File: src/rtl/regfile_write_arbiter.sv
// Write-port arbiter for the 32x64 register bank.
// Sweeps X0..X30 after reset, then shares we3/wa3/wd3 between two requesters.
module regfile_write_arbiter #(
    parameter bit          INIT_EN      = 1'b1,
    parameter logic [63:0] INIT_VALUE   = 64'd0,
    parameter int unsigned STARVE_LIMIT = 4
) (
    input  logic        clk,
    input  logic        reset,
    input  logic        r0_valid,
    output logic        r0_ready,
    input  logic [4:0]  r0_addr,
    input  logic [63:0] r0_data,
    input  logic        r1_valid,
    output logic        r1_ready,
    input  logic [4:0]  r1_addr,
    input  logic [63:0] r1_data,
    output logic        init_busy,
    output logic        we3,
    output logic [4:0]  wa3,
    output logic [63:0] wd3
);

    localparam logic [0:0] S_INIT    = 1'b0;
    localparam logic [0:0] S_RUN     = 1'b1;
    localparam logic [0:0] S_RST     = INIT_EN ? S_INIT : S_RUN;
    localparam logic [3:0] LIMIT     = 4'(STARVE_LIMIT);
    localparam logic [4:0] XZR       = 5'd31;
    localparam logic [4:0] LAST_INIT = 5'd30;

    logic [0:0]  state_q, state_d;
    logic [4:0]  init_cnt_q, init_cnt_d;
    logic [3:0]  starve_cnt_q, starve_cnt_d;
    logic        we3_q, we3_d;
    logic [4:0]  wa3_q, wa3_d;
    logic [63:0] wd3_q, wd3_d;

    logic in_run;
    logic force1;
    logic r0_fire;
    logic r1_fire;

    // Handshake: r0 has priority unless r1 has been starved too long
    always_comb begin
        in_run   = (state_q == S_RUN) & ~reset;
        force1   = (starve_cnt_q == LIMIT) & r1_valid;
        r0_ready = in_run & ~force1;
        r1_ready = in_run & (force1 | ~r0_valid);
        r0_fire  = r0_valid & r0_ready;
        r1_fire  = r1_valid & r1_ready;
    end

    assign init_busy = (state_q == S_INIT);
    assign we3       = we3_q;
    assign wa3       = wa3_q;
    assign wd3       = wd3_q;

    // Next-state: init sweep, grant selection and starvation counting
    always_comb begin
        state_d      = state_q;
        init_cnt_d   = init_cnt_q;
        starve_cnt_d = starve_cnt_q;
        we3_d        = 1'b0;
        wa3_d        = wa3_q;
        wd3_d        = wd3_q;
        unique case (state_q)
            S_INIT: begin
                we3_d      = 1'b1;
                wa3_d      = init_cnt_q;
                wd3_d      = INIT_VALUE;
                init_cnt_d = init_cnt_q + 5'd1;
                if (init_cnt_q == LAST_INIT) begin
                    state_d = S_RUN;
                end
            end
            S_RUN: begin
                if (r0_fire) begin
                    wa3_d = r0_addr;
                    wd3_d = r0_data;
                    we3_d = (r0_addr != XZR);
                end else if (r1_fire) begin
                    wa3_d = r1_addr;
                    wd3_d = r1_data;
                    we3_d = (r1_addr != XZR);
                end
                if (r1_fire || !r1_valid) begin
                    starve_cnt_d = 4'd0;
                end else if (r0_fire && (starve_cnt_q < LIMIT)) begin
                    starve_cnt_d = starve_cnt_q + 4'd1;
                end
            end
        endcase
    end

    // State and registered write-port outputs; reset drops any in-flight write
    always_ff @(posedge clk or posedge reset) begin
        if (reset) begin
            state_q      <= S_RST;
            init_cnt_q   <= 5'd0;
            starve_cnt_q <= 4'd0;
            we3_q        <= 1'b0;
            wa3_q        <= 5'd0;
            wd3_q        <= 64'd0;
        end else begin
            state_q      <= state_d;
            init_cnt_q   <= init_cnt_d;
            starve_cnt_q <= starve_cnt_d;
            we3_q        <= we3_d;
            wa3_q        <= wa3_d;
            wd3_q        <= wd3_d;
        end
    end

endmodule

File: config.mk
export PLATFORM = sky130hd
export DESIGN_NAME = regfile_write_arbiter
export DESIGN_NICKNAME = d
export VERILOG_FILES = /design/src/rtl/regfile_write_arbiter.sv
export SDC_FILE = /design/constraint.sdc
export NUM_CORES = 1
export LEC_CHECK = 0
export CAP_MARGIN = 0
export CELL_PAD_IN_SITES_DETAIL_PLACEMENT = 0
export CELL_PAD_IN_SITES_GLOBAL_PLACEMENT = 1
export CORE_ASPECT_RATIO = 1.25
export CORE_MARGIN = 2
export CORE_UTILIZATION = 28
export CTS_CLUSTER_DIAMETER = 80
export CTS_CLUSTER_SIZE = 25
export DETAILED_ROUTE_END_ITERATION = 10
export GPL_TIMING_DRIVEN = 0
export HOLD_SLACK_MARGIN = 0.02
export PLACE_DENSITY_LB_ADDON = 0.25
export SETUP_SLACK_MARGIN = 0.2
export SYNTH_ARGS = -nofsm -noshare
export SYNTH_HDL_FRONTEND = slang
export SYNTH_SLANG_ARGS = --single-unit
File: constraint.sdc
create_clock -name clk -period 3.3 [get_ports clk]
set_input_delay 0.33 -clock clk [delete_from_list [all_inputs] [get_ports clk]]
set_output_delay 0.33 -clock clk [all_outputs]
set_load 0.02 [all_outputs]
Word-level counts from Yosys, hierarchy flattened:

Cells that the tools add are included.

* word-level logic and storage cells: 43
* register bits: 80
* bits of input ports: 142

* add/sub/neg operators: 2
* magnitude comparators: 1
* multiplexer cells: 13
* bitwise logic cells: 11
* eq/ne operators: 5
* reductions and logical operators: 5

Operator list (number)
* $mux W64: 2
* $pmux W64 S2: 1
* $mux W5: 2
* $ne A5 B5 Y1 const B: 2
* $pmux W5 S2: 1
* $mux W4: 2
* $and A1 B1 Y1: 6
* $add A5 B1 Y5 const B: 1
* $eq A5 B5 Y1 const B: 1
* $add A4 B1 Y4 const B: 1
* $eq A4 B3 Y1 const B: 1
* $lt A4 B3 Y1 const B: 1
* $mux W1: 4
* $not A1 Y1: 4
* $ne A3 B1 Y1 const B: 1
* $pmux W1 S2: 1
* $reduce_and A2 Y1: 1
* $reduce_bool A2 Y1: 1
* $logic_and A1 B1 Y1: 1
* $logic_not A1 Y1: 1
* $logic_or A1 B1 Y1: 1
* $or A1 B1 Y1: 1

Depth between registers and ports, before layout:

Gate-level depths: netlist (run 1).

* depth after elaboration: 8
* depth in mapped cells: 7
* depth with buffers taken out: 6

Least setup slack after synthesis (run 1):

Ideal clock, no wire load.

* path type: input port to flip-flop
* start: input reset
* end: register wa3_q[0] (netlist: wa3[0])
* arrival time: 3.028 ns
* setup slack: 0.139 ns
* stages on the path: 4
* library setup time: 0.133 ns
* cell sequence: inv_1 -> nand3_1 -> mux2i_1 -> a21oi_1

* longest elaborated chain between the ends: 6
* elaborated cells on any way between the ends: 9
* those cells by class: 1 x eq/ne; 2 x mux; 6 x bitwise

RTL lines
* start, declared: RTL line 9 `input logic reset,`
* $not A1 Y1 *: RTL line 45 `in_run = (state_q == S_RUN) & ~reset;`
* $and A1 B1 Y1 *: RTL line 45
* $and A1 B1 Y1: RTL line 47 `r0_ready = in_run & ~force1;`
* $and A1 B1 Y1: RTL line 49 `r0_fire = r0_valid & r0_ready;`
* $mux W5: RTL line 77 `if (r0_fire) begin`
* $pmux W5 S2: RTL line 66 `unique case (state_q)`
* end signal, assigned: RTL line 109 `wa3_q <= wa3_d;`
* end, declared: RTL line 35 `logic [4:0] wa3_q, wa3_d;`

Every way passes the cells marked *; elsewhere a longest branch is shown, timed or not.
A chain may end at the register's enable or synchronous reset.

Worst setup path in the final report (run 1):

* start: register starve_cnt_q[0]
* end: output r1_ready

* longest elaborated chain between the ends: 4

RTL lines
* start, declared: RTL line 33 `logic [3:0] starve_cnt_q, starve_cnt_d;`
* start signal, assigned: RTL line 107 `starve_cnt_q <= starve_cnt_d;`
* $eq A4 B3 Y1: RTL line 46 `force1 = (starve_cnt_q == LIMIT) & r1_valid;`
* $and A1 B1 Y1: RTL line 46
* $or A1 B1 Y1: RTL line 48 `r1_ready = in_run & (force1 | ~r0_valid);`
* $and A1 B1 Y1: RTL line 48
* end, declared: RTL line 15 `output logic r1_ready,`

Every way passes these cells.

==> results.toml, run 1 <==
[place]
pre_cts_slack_ps = 796
place_area_um2 = 6100
gp_congestion = 0.776
dp_hpwl_mm = 9.92
port_buffers = 213
place_inst = 696

[cells_and_area]
seq_area_um2 = 2000
multiInputGateArea_um2 = 1510
fin_nets = 682
syn_to_final_growth_pct = 72.9
drive_gt1_frac = 0.0887
fillCellCount = 1242
final-instance-count-excl-fill = 712
design_area_um2 = 6420
antenna_cells = 0

[timing]
period_needed_ps = 2370
setup_viol = 0
period_share = 0.718
timing.final.ws_setup_ps = 929
final_hold_viol_count = 0
timing.final.max_slew_violations = 0
max_slew_margin = 0.636
rsz0062_at_grt = "false"
whs_ps = 349
worst_pin_slew_ps = 546
skew_ps = 7.31
clock.fmax_mhz = 422

[detailed_routing]
drt-total-wl_mm = 13.4
ant_nets = 0
vias = 3643
drtPass1Iterations = 6
drc = 0
viasPerCell = 5.12
wl_per_cell_um = 18.8
drt_iter0_markers = 154

[yosys]
syn-cell-area_um2 = 3710
yosysTopAreaCell = "dfrtp_1"
synth.ff_latch_count = 80
synthDistinctLibCells = 31
yosys_warnings = 0
synth_top_area_frac = 0.539
synth_cells = 310
syn-mean-instance-area_um2 = 12.0
syn_nets = 456
synth-seq-area-share = 0.539
synth_area_leaders = "dfrtp_1, a221o_1, and3_1"

[pwr]
power.total_mw = 3.10
leakage_nw = 2.84
worst_ir_drop_vdd_mv = 0.262
p_per_area_nw_per_um2 = 482

[clocking]
clock-sinks = 80
clockBufferDepth = 2
holdBufCountCts = 0
cts_root_buf = "clkbuf_16"
cts_setup_buffers = 0
cts_buffers = 9
tritoncts = "built"
h-tree-depth = 3
cts.repair.resized = 0
clk_latency_ps = 330
clkSlewWorstSetupHoldPaths_ps = 60

[global_routing]
grt_pass1_vias = 3784
gr-usage-all-layers = 0.187
grt_max_degree = 41
overflow = 0
busiest_layer = "met2"
grt_util_met3 = 0.0537
grt_pass1_wl_mm = 20.7
grtUsageMet2 = 0.313
grt_antenna_before_repair = 0
use_met1 = 0.234

[die]
fp.dieW_um = 107
die_y_um = 133
start_util = 0.283
core_area_um2 = 13100
ios = 215
die-area_um2 = 14200
fp-row-count = 47

[min_path]
whs_path_depth = 3
hp-class = "primary input to register"

[worst_setup_path]
cp.arrival_ps = 2040
crit_path_end = "r1_ready"
end_kind = "output port"
path_max_fanout = 5
worstSetupPathType = "register to output port"
rrSetupSlack_ps = 1260
required_ps = 2970
reg2reg_depth = 7
slowest_stage = "clkdlybuf4s50_1"
crit_chain = "inv_1 > ha_1 > nand4b_2 > a21oi_1 > clkdlybuf4s50_1"
r2r_start = "starve_cnt_q[0]$_DFFE_PP0P_"
crit_path_max_incr_delay_ps = 630
critPathLaunchType = "register"
r2r_end = "wd3[1]$_DFFE_PP0P_"
startpoint = "starve_cnt_q[0]$_DFFE_PP0P_"

[status]
status = "completed"

[job]
max_cap_violations = 0
[per-stage QoR]
stage | utilization | setup TNS (ps)
final | 0.490 | 0
after global routing | 0.490 | 0
after CTS | 0.490 | 0
after detailed placement | 0.466 | 0
after global placement | 0.462 | -5000
after floorplan | - | 0
[area by class of cell]
| class | count | share of cell area |
|---|---|---|
| Buffer | 28 | 0.0288 |
| Tap cell | 171 | 0.0333 |
| Multi-Input combinational cell | 197 | 0.235 |
| Inverter | 5 | 0.00351 |
| Clock inverter | 4 | 0.00799 |
| Timing Repair Buffer | 215 | 0.338 |
| Sequential cell | 80 | 0.312 |
| Clock buffer | 12 | 0.0415 |
[placed cells by master (no fill, tap or decap), types with 2 or more instances in the layout]
cell	instances
buf_2	13
and2_1	2
o21ai_0	2
nor2b_1	3
buf_6	8
nor2_2	4
clkinvlp_4	2
xnor2_1	4
a21o_1	2
clkbuf_1	6
dfrtp_1	80
o22ai_1	5
clkbuf_8	3
and3_1	64
nand3_1	7
inv_1	4
ha_1	4
nor3_1	3
nor2_1	4
clkdlybuf4s50_1	213
mux2i_1	5
buf_12	2
clkbuf_16	9
nand2_1	7
a21oi_1	7
a221o_1	64
nand2b_1	2
[registers in the layout, indices dropped and copies added (netlist names)]
signal,flops
we3,1
wd3,64
starve_cnt_q,4
wa3,5
init_cnt_q,5
state_q,1
[power by group]
| part | total, mW | switching, mW | internal (mW) |
|---|---|---|---|
| clock | 1.06 | 0.408 | 0.648 |
| sequential | 1.17 | 0.0664 | 1.10 |
| combinational | 0.874 | 0.383 | 0.490 |
| total | 3.10 | 0.858 | 2.24 |
[worst min path at each step]
stage                                  end  slack, ps                 startpoint
2_1_floorplan    init_cnt_q[4]$_DFFE_PP0N_        470  init_cnt_q[4]$_DFFE_PP0N_
3_3_place_gp           wd3[52]$_DFFE_PP0P_        500        wd3[52]$_DFFE_PP0P_
3_5_place_dp           wd3[33]$_DFFE_PP0P_        500        wd3[33]$_DFFE_PP0P_
4_1_cts        starve_cnt_q[0]$_DFFE_PP0P_        340                   r0_valid
5_1_grt        starve_cnt_q[0]$_DFFE_PP0P_        370                   r0_valid
6_report       starve_cnt_q[0]$_DFFE_PP0P_        350                   r0_valid
[cell usage after synthesis]
cell        n
o21ai_0     2
dfrtp_1    80
ha_1        4
nor2b_1     3
nor3_1      3
o211ai_1    1
o2bb2ai_1   1
and2_1      2
nand2_1     7
nand4_1     1
nor2_2      4
xnor2_1     4
clkbuf_1    6
and2b_2     1
nand3_1     7
nand3_4     1
a211oi_1    1
a21o_1      2
nor2_1      4
inv_1       5
a221o_1    64
buf_4       1
and3_1     64
mux2i_1     5
buf_2      13
buf_6       8
nand2b_1    2
a41o_1      1
a21oi_1     7
nand4b_2    1
o22ai_1     5
[critical path: cells and delay by family (launching register included)]
family	cells	cell delay (ps)
AOI/OAI and AO/OA	1	220
adders and majority gates	1	180
and+or+nand+nor	1	200
DFF	1	410
buffers and inverters	2	700
[layer usage]
| metal | wire, um | up-vias | part of all wire |
|---|---|---|---|
| li1 | - | 1678 | - |
| met1 | 5610 | 1785 | 0.42 |
| met2 | 6470 | 165 | 0.48 |
| met3 | 1120 | 15 | 0.084 |
| met4 | 182 | 0 | 0.014 |
| met5 | 0 | - | 0 |
[cell families after synthesis]
| group | share of synthesized area |
|---|---|
| AO/OA/AOI/OAI | 0.206 |
| XOR/XNOR | 0.00943 |
| adder cells (fa/ha/maj) | 0.0135 |
| buffers and inverters | 0.0549 |
| flip-flops | 0.539 |
| multiplexers | 0.0135 |
| AND/OR/NAND/NOR | 0.164 |
Power figures use the tool's default switching activity.
==> inputs of run 2 (changes only) <==
--- a/config.mk
+++ b/config.mk
@@ -10,7 +10,7 @@
 export CELL_PAD_IN_SITES_GLOBAL_PLACEMENT = 1
 export CORE_ASPECT_RATIO = 1.25
 export CORE_MARGIN = 2
-export CORE_UTILIZATION = 28
+export CORE_UTILIZATION = 25
 export CTS_CLUSTER_DIAMETER = 80
 export CTS_CLUSTER_SIZE = 25
 export DETAILED_ROUTE_END_ITERATION = 10
==> constraint.sdc (replaced) <==
create_clock -name clk -period 2.1 [get_ports clk]
set_input_delay 0.21 -clock clk [delete_from_list [all_inputs] [get_ports clk]]
set_output_delay 0.21 -clock clk [all_outputs]
set_load 0.02 [all_outputs]
==> run 2 against run 1 <==
Net effect:
- the run now ends with design-rule violations left
- first-iteration DRC count is 34% higher
- critical path depth grew 3
- final cell count increased by 2.4%
- combinational power grew 59%
- sequential cell count is the same
- largest cell class unchanged
- highest routed layer unchanged
==> results.toml, run 2 (synthesis gave the netlist of run 1 again) <==
[pwr]
power.total_mw = 4.94
p_per_area_nw_per_um2 = 749
worst_ir_drop_vdd_mv = 0.300
leakage_nw = 2.92

[min_path]
hp-class = "primary input to register"
hold_end = "starve_cnt_q[0]$_DFFE_PP0P_"
whs_path_depth = 3
hp-start = "r0_valid"

[detailed_routing]
drt-total-wl_mm = 13.9
drt-met1-wl_mm = 5.88
routed-wl-met2_mm = 6.94
drt_iter0_markers = 206
ant_nets = 0
viasPerCell = 5.05
drc = 15
vias = 3679
wl_per_cell_um = 19.0
highest_layer = "met4"
drtPass1Iterations = 9
met3_length_um = 807

[place]
dp_hpwl_mm = 9.73
place_inst = 703
gp_congestion = 0.788
place_area_um2 = 6130
port_buffers = 213

[worst_setup_path]
critPathLaunchType = "register"
crit_cells = 8
r2r_start = "starve_cnt_q[0]$_DFFE_PP0P_"
cp.arrival_ps = 2110
slowest_stage = "dfrtp_1"
r2r_end = "wd3[42]$_DFFE_PP0P_"
end_kind = "register"
crit_chain = "inv_2 > ha_4 > nand4b_4 > buf_12 > nand3_4 > buf_6 > and3_1 > a221o_1"
reg2reg_depth = 8
crit_path_max_incr_delay_ps = 410
crit_buf_inv = 3
required_ps = 2320
startpoint = "starve_cnt_q[0]$_DFFE_PP0P_"
cp_top_family = "simple AND/OR/NAND/NOR gates"
path_max_fanout = 10
worstSetupPathType = "register to register"
rrSetupSlack_ps = 200

[clocking]
cts_buffers = 9
holdBufCountCts = 0
tritoncts = "built"
clk_latency_ps = 330
clkSlewWorstSetupHoldPaths_ps = 60
cts_root_buf = "clkbuf_16"
clockBufferDepth = 2
clock-sinks = 80
h-tree-depth = 3

[cells_and_area]
mostFrequentLayoutCells = "clkdlybuf4s50_1, dfrtp_1, a221o_1"
drive_gt1_frac = 0.129
largest_reg_flops = 64
syn_to_final_growth_pct = 77.8
antenna_cells = 0
design_area_um2 = 6600
fillCellCount = 1369
final_common_cell = "clkdlybuf4s50_1"
fin_nets = 693
final-instance-count-excl-fill = 729

[global_routing]
grt_pass1_wl_mm = 20.7
grt_antenna_before_repair = 0
grt_pass1_vias = 3878
gr-usage-all-layers = 0.165
grt_max_degree = 39
overflow = 0

[timing]
clock.fmax_mhz = 527
final_hold_viol_count = 0
skew_ps = 7.28
max_slew_margin = 0.644
worst_pin_slew_ps = 534
period_needed_ps = 1900
timing.final.max_slew_violations = 0
period_share = 0.904
whs_ps = 303
setup_viol = 0
rsz0062_at_grt = "true"

[die]
fp.dieW_um = 113
die_y_um = 140
core_area_um2 = 14500
die-area_um2 = 15900
fp-row-count = 49
ios = 215
start_util = 0.257

[status]
violations = "design-rule violations"
status = "finished with violations"

[job]
max_cap_violations = 0
run 2: power breakdown:
part           switching (mW)  leakage [nW]  internal, mW
Combinational           0.609          1.83         0.785
Sequential              0.110         0.934          1.73
Clock                   0.641         0.155          1.07
run 2: area by class of cell:
cell class / count / area (um2) / area share
Inverter: 5 / 22.5 / 0.00341
Multi-Input combinational cell: 198 / 1600 / 0.242
Buffer: 28 / 188 / 0.0284
Clock inverter: 5 / 81.3 / 0.0123
Timing Repair Buffer: 225 / 2250 / 0.341
Sequential cell: 80 / 2000 / 0.303
Clock buffer: 10 / 239 / 0.0362
Tap cell: 178 / 223 / 0.0337
run 2: how the worst max path moves through the flow:
stage / end / slack, ps
finish: wd3[42]$_DFFE_PP0P_ / 200
CTS: r1_ready / 200
detailed placement: wd3[42]$_DFFE_PP0P_ / -170
global placement: wa3[2]$_DFFE_PP0P_ / -1500
floorplan: wa3[0]$_DFFE_PP0P_ / 10
global route: wd3[60]$_DFFE_PP0P_ / 110
run 2: repair_timing:
action / CTS / global route
buffers inserted: 4 / 5
cloned: 0 / 2
gates resized for setup: 9 / 17
pin swaps: 1 / 7
endpoints found under the setup margin: 62 / 63
run 2: worst register-to-register path: stages, from the launching register on:
cell and delay [ps]:
dfrtp_1 410, inv_2 70, ha_4 170, nand4b_4 150, buf_12 130, nand3_4 170, buf_6 220, and3_1 190
a221o_1 270
run 2: stage by stage:
stage                      util  setup slack, ps  setup TNS [ps]
final                     0.456              202               0
after global routing      0.456              113               0
after CTS                 0.449              199               0
after detailed placement  0.423             -170           -7810
after global placement    0.421            -1500          -36550
after floorplan               -             14.6               0
run 2: layer usage:
metal | GRT usage | vias up
met4 | 0.0597 | 0
met5 | 0 | -
met1 | 0.208 | 1838
met2 | 0.282 | 128
li1 | - | 1699
met3 | 0.0312 | 14
==> inputs of run 3 (changes only) <==
--- a/config.mk
+++ b/config.mk
@@ -21,3 +21,4 @@
 export SYNTH_ARGS = -nofsm -noshare
 export SYNTH_HDL_FRONTEND = slang
 export SYNTH_SLANG_ARGS = --single-unit
+export TNS_END_PERCENT = 100
==> results of run 3 <==
No change in the layout: final DEF, timing and power equal those of run 2.
